[config.mk]
export PLATFORM = sky130hd
export DESIGN_NAME = imm_32
export DESIGN_NICKNAME = d
export VERILOG_FILES = /design/src/rtl/imm_pkg.sv /design/src/rtl/imm_decode.sv /design/src/rtl/imm_32.sv
export SDC_FILE = /design/constraint.sdc
export NUM_CORES = 1
export LEC_CHECK = 0
export CORE_MARGIN = 10
export CORE_UTILIZATION = 45
export CTS_CLUSTER_DIAMETER = 200
export DETAILED_ROUTE_END_ITERATION = 10
export PLACE_DENSITY = 0.81
export REMOVE_ABC_BUFFERS = 1
export SYNTH_ARGS = -nofsm -noshare
export SYNTH_HDL_FRONTEND = slang
export SYNTH_SLANG_ARGS = --single-unit
[constraint.sdc]
create_clock -name clk -period 1.7 [get_ports clk]
set_input_delay 0.34 -clock clk [delete_from_list [all_inputs] [get_ports clk]]
set_output_delay 0.34 -clock clk [all_outputs]
set_load 0.05 [all_outputs]
[src/rtl/imm_pkg.sv]
// Shared constants for the RISC-V immediate generator: operand width and
// the immediate-format select encodings.
package imm_pkg;
  localparam int XLEN = 32;

  typedef logic [2:0] imm_sel_t;

  localparam imm_sel_t IMM_I  = 3'd0;
  localparam imm_sel_t IMM_B  = 3'd1;
  localparam imm_sel_t IMM_S  = 3'd2;
  localparam imm_sel_t IMM_U  = 3'd3;
  localparam imm_sel_t IMM_J  = 3'd4;
  localparam imm_sel_t IMM_SH = 3'd5;
endpackage

[src/rtl/imm_decode.sv]
// Combinational immediate decode from instruction bits [31:7].
// IN[k] is instr[k+7], so instr[31] (the sign bit) is IN[24].
module imm_decode
  import imm_pkg::*;
(
  input  logic [24:0]     IN,
  input  logic [2:0]      imm_type,
  output logic [XLEN-1:0] imm,
  output logic            illegal
);

  logic sign;
  assign sign = IN[24];

  always_comb begin
    imm     = '0;
    illegal = 1'b0;
    case (imm_type)
      IMM_I:  imm = {{20{sign}}, IN[24:13]};
      IMM_B:  imm = {{19{sign}}, IN[24], IN[0], IN[23:18], IN[4:1], 1'b0};
      IMM_S:  imm = {{20{sign}}, IN[24:18], IN[4:0]};
      IMM_U:  imm = {IN[24:5], 12'b0};
      IMM_J:  imm = {{11{sign}}, IN[24], IN[12:5], IN[13], IN[23:14], 1'b0};
      IMM_SH: imm = {27'b0, IN[17:13]};
      default: begin
        imm     = '0;
        illegal = 1'b1;
      end
    endcase
  end

endmodule

[src/rtl/imm_32.sv]
// Registered RISC-V immediate generator: one-cycle latency, result and
// illegal flag held while in_valid is low.
module imm_32
  import imm_pkg::*;
#(
  parameter int W = XLEN
) (
  input  logic          clk,
  input  logic          rst_n,
  input  logic          in_valid,
  input  logic [24:0]   IN,
  input  logic [2:0]    imm_type,
  output logic [W-1:0]  immediate,
  output logic          out_valid,
  output logic          illegal
);

  logic [XLEN-1:0] dec_imm;
  logic            dec_illegal;

  imm_decode u_decode (
    .IN       (IN),
    .imm_type (imm_type),
    .imm      (dec_imm),
    .illegal  (dec_illegal)
  );

  always_ff @(posedge clk or negedge rst_n) begin
    if (!rst_n) begin
      immediate <= '0;
      illegal   <= 1'b0;
      out_valid <= 1'b0;
    end else begin
      out_valid <= in_valid;
      // Hold the last result when no new instruction is presented.
      if (in_valid) begin
        immediate <= W'(dec_imm);
        illegal   <= dec_illegal;
      end
    end
  end

endmodule

== Word level (Yosys, flattened, before mapping) ==
Cells that the tools add are included.

* Output and inout bits: 34
* Bits of input ports: 31
* Word-level logic and storage cells: 12
* Register bits after elaboration: 34

* Eq/ne operators: 5
* Reductions and logical operators: 2
* Muxes and demuxes: 2

{| class="wikitable"
|+ Operators by type and width
! kind !! number
|-
| $pmux W32 S6 || 1
|-
| $eq A3 B2 Y1 const B || 2
|-
| $eq A3 B3 Y1 const B || 2
|-
| $reduce_or A6 Y1 || 1
|-
| $eq A3 B1 Y1 const B || 1
|-
| $logic_not A3 Y1 || 1
|-
| $mux W1 || 1
|}

== Logic depth before layout (Yosys ltp) ==
* Depth in word-level cells: 3
* Mapped depth: 6
* Depth with buffers taken out: 4

== By module ==
Synthesis repeated with hierarchy kept, for this count alone.

* Cell total of the unflattened synthesis: 159
* Area, all modules: 1,905.6 um^2

{| class="wikitable"
|+ By module, submodules not included
! module !! times used !! area each (um^2) !! cells an instance !! seq. area each (um^2)
|-
| imm_32 || 1 || 1,406.3 || 71 || 850.8
|-
| imm_decode || 1 || 499.2 || 88 || 0.0
|}

== Worst setup path before layout ==
No wires, ideal clock.

* Kind: input-to-reg
* Start point: in imm_type[1]
* End point: reg immediate[20]
* Library setup time: 0.126 ns
* Required time: 1.574 ns
* Arrival: 1.063 ns
* Stages on the path: 6
* Path buffers: 2
* Path slack: 0.511 ns
* Path through: buf_6 a21oi_1 nor2_1 nor2_1 buf_2 a221o_1

* Longest elaborated chain between the ends: 2
* Elaborated cells between the ends (all ways): 7
* Classes of those cells: eq/ne: 5; mux: 1; reduce/logical: 1

{| class="wikitable"
|+ Ends and longest elaborated chain
! element !! line !! RTL
|-
| start: declaration || imm_32.sv:12 || <nowiki>input logic [2:0] imm_type,</nowiki>
|-
| $eq A3 B3 Y1, or another cell as far along || imm_decode.sv:18 || <nowiki>case (imm_type)</nowiki>
|-
| $pmux W32 S6 * || imm_decode.sv:18 ||
|-
| end signal: assignment || imm_32.sv:37 || <nowiki>immediate <= W'(dec_imm);</nowiki>
|-
| end: declaration || imm_32.sv:13 || <nowiki>output logic [W-1:0] immediate,</nowiki>
|}

Every way passes the cells marked *; elsewhere a longest branch is shown, timed or not.
A chain may end at the register's enable or synchronous reset.

== Worst setup path after layout ==
* Start point: in imm_type[2]
* End point: reg immediate[15]

Same word-level chain as after synthesis.

==> impl_metrics.py <==
metrics = {
    "run_status": {
        "status": "finished, final reports clean",
    },
    "cells_and_area": {
        "fin_nets": 217,
        "drive_above_1_share_pct": 30.5,
        "layout_commonest_cell": "buf_4",
        "fin_area_sq_um": 2170,
        "layout_common_cells": "buf_4 (40), dfrtp_1 (34), clkdlybuf4s50_1 (30), a221o_1 (19), a22o_1 (6)",
        "final_cells": 231,
        "areaGrowthSynthToFinish_pct": 45.6,
        "n_antenna_cell": 0,
    },
    "power_and_ir_drop": {
        "powerDensity_nw_per_um2": 980,
        "ir_drop_mv": 0.590,
        "leakagePower_nw": 1.00,
    },
    "timing": {
        "hold_viol": 0,
        "slew_headroom_pct": 52.0,
        "tightest_slew_ns": 0.716,
        "fin_ws_ns": 0.0644,
        "setup-violations-final": 0,
        "final.period_utilization_pct": 96.2,
        "min_period_ns": 1.64,
        "slew_violations": 0,
        "fmax_mhz": 611,
        "fin_skew_ns": 0,
        "whs_ns": 0.402,
        "rsz0062_at_grt": "no",
    },
    "clocking": {
        "cts.htree.levels": 2,
        "root_buffer": "clkbuf_4",
        "clkSinkCount": 34,
        "cts_resized": 2,
        "post_cts_buffers": 0,
        "clock_latency_ns": 0.33,
        "cts_tree": "built",
        "cts_buffers": 5,
        "cts_buffer_depth": 2,
        "path_clk_slew_ns": 0.10,
        "cts_hold_buf": 0,
    },
    "die": {
        "initial_utilization_pct": 48.0,
        "dieArea_sq_um": 6010,
        "core-area_sq_um": 3100,
        "die_w_microns": 77.5,
        "row_count": 20,
        "io_pins": 65,
        "die_h_microns": 77.5,
    },
    "worst_hold_path": {
        "hp-class": "in2async",
    },
    "drt": {
        "drc_errors": 0,
        "ant_nets": 0,
        "num_vias": 1289,
        "firstDrtPassIters": 4,
        "wl_microns": 4260,
        "wl_per_cell_microns": 18.5,
        "post_drt_via_cell_ratio": 5.58,
        "drt_first_iter_violations": 113,
    },
    "synth": {
        "ys_warn_count": 0,
        "ys_seq_area_share_pct": 57.1,
        "synthFlopType": "dfrtp_1",
        "synth.distinct_cells": 32,
        "netlist_instances": 118,
        "ys_ff_latch": 34,
        "syn_area_per_cell_sq_um": 12.6,
        "netlist_area_sq_um": 1490,
        "synthArstFlopShare_pct": 100,
        "synth-edff-count": 0,
    },
    "critical_path": {
        "crit_arrival_ns": 1.85,
        "crit_required_ns": 1.92,
        "crit_path_start_kind": "input pin",
        "reg2reg_slack_ns": 0.83,
        "worstPathMaxFanout": 15,
        "crit_type": "in2reg",
        "critPathCaptureType": "register",
    },
    "grt": {
        "antenna_found_initial": 0,
        "grt_pass1_vias": 1275,
        "grt_max_degree": 35,
        "grt_use_total_pct": 14.0,
        "grt-ovfl-total": 0,
        "grt_first_pass_wirelength_microns": 6870,
    },
    "placement": {
        "hpwl_microns": 3250,
        "gp_congestion": 0.787,
        "place_ws_ns": -0.486,
        "placed_cells": 223,
        "port_buffers": 64,
        "dpl_cell_area_sq_um": 2090,
    },
    "run": {
        "cap_violations": 0,
    },
}
[where the power goes]
part	total, mW	switching (mW)	internal (mW)
clock network	0.461	0.260	0.200
logic	0.723	0.457	0.265
registers	0.941	0.0506	0.891
total	2.12	0.768	1.36
[worst max-delay path: stages]
cell and delay, ns:
clkdlybuf4s50_1 0.52, buf_6 0.18, and2b_4 0.22, mux2i_1 0.16, nor2_2 0.11, a221o_1 0.32
[cell type report]
cell class                      count  area (sq um)
Tap cell                           44          55.1
Timing Repair Buffer               71           612
Fill cell                         248           935
Clock buffer                        7          55.1
Sequential cell                    34           851
Inverter                            2          7.51
Clock inverter                      1          5.00
Multi-Input combinational cell     72           583
[registers in the layout (all words and copies together), names as in the netlist]
| register | cells |
|---|---|
| illegal | 1 |
| out_valid | 1 |
| immediate | 32 |
[synthesized netlist by cell type, drive strengths merged, types with 2 or more instances]
cell type,count,share of area [%]
nand2,5,1.3
dfrtp,34,57
o221ai,3,1.8
buf,9,4.0
a21oi,3,1.0
inv,2,0.50
a22o,6,3.5
o21a,4,2.0
mux2i,4,2.7
and2b,4,2.5
nor2b,2,0.84
a22oi,4,2.0
a221o,19,13
nor2,6,1.7
[per-stage QoR]
stage          utilization, %  power (mW)  setup TNS, ns
3_3_place_gp             67.3        1.67          -8.63
3_5_place_dp             67.3        1.68          -9.64
4_1_cts                  69.5        2.15              0
2_1_floorplan               -        1.37              0
6_report                 69.9        2.12              0
5_1_grt                  69.9        2.23              0
[path summary, 6_finish.rpt]
check,startpoint,depth (start not counted),to
max in group asynchronous,rst_n,2,immediate[14]$_DFFE_PN0P_
worst max register to register,immediate[13]$_DFFE_PN0P_,1,immediate[13]$_DFFE_PN0P_
worst max-delay path,imm_type[2],6,immediate[15]$_DFFE_PN0P_
worst min register to register,immediate[3]$_DFFE_PN0P_,1,immediate[3]$_DFFE_PN0P_
min in group clk,immediate[3]$_DFFE_PN0P_,1,immediate[3]$_DFFE_PN0P_
worst min-delay path,rst_n,2,immediate[31]$_DFFE_PN0P_
[metal layers]
layer  global-route usage, %  routed length (microns)  vias up
met5                       0                        0        -
met4                    5.29                       46        0
met3                    6.80                      416        4
met2                    21.0                     2010       66
met1                    17.0                     1790      617
li1                        -                        -      602
[cells by family (layout without fill, tap and decap cells)]
kind of cell,Yosys count,after routing,share of synthesized area [%]
DFF,34,34,57.1
and+or+nand+nor,24,24,9.75
buffers and inverters,12,81,4.79
muxes,4,4,2.69
AOI/OAI and AO/OA,44,44,25.6
Power figures use the tool's default switching activity.
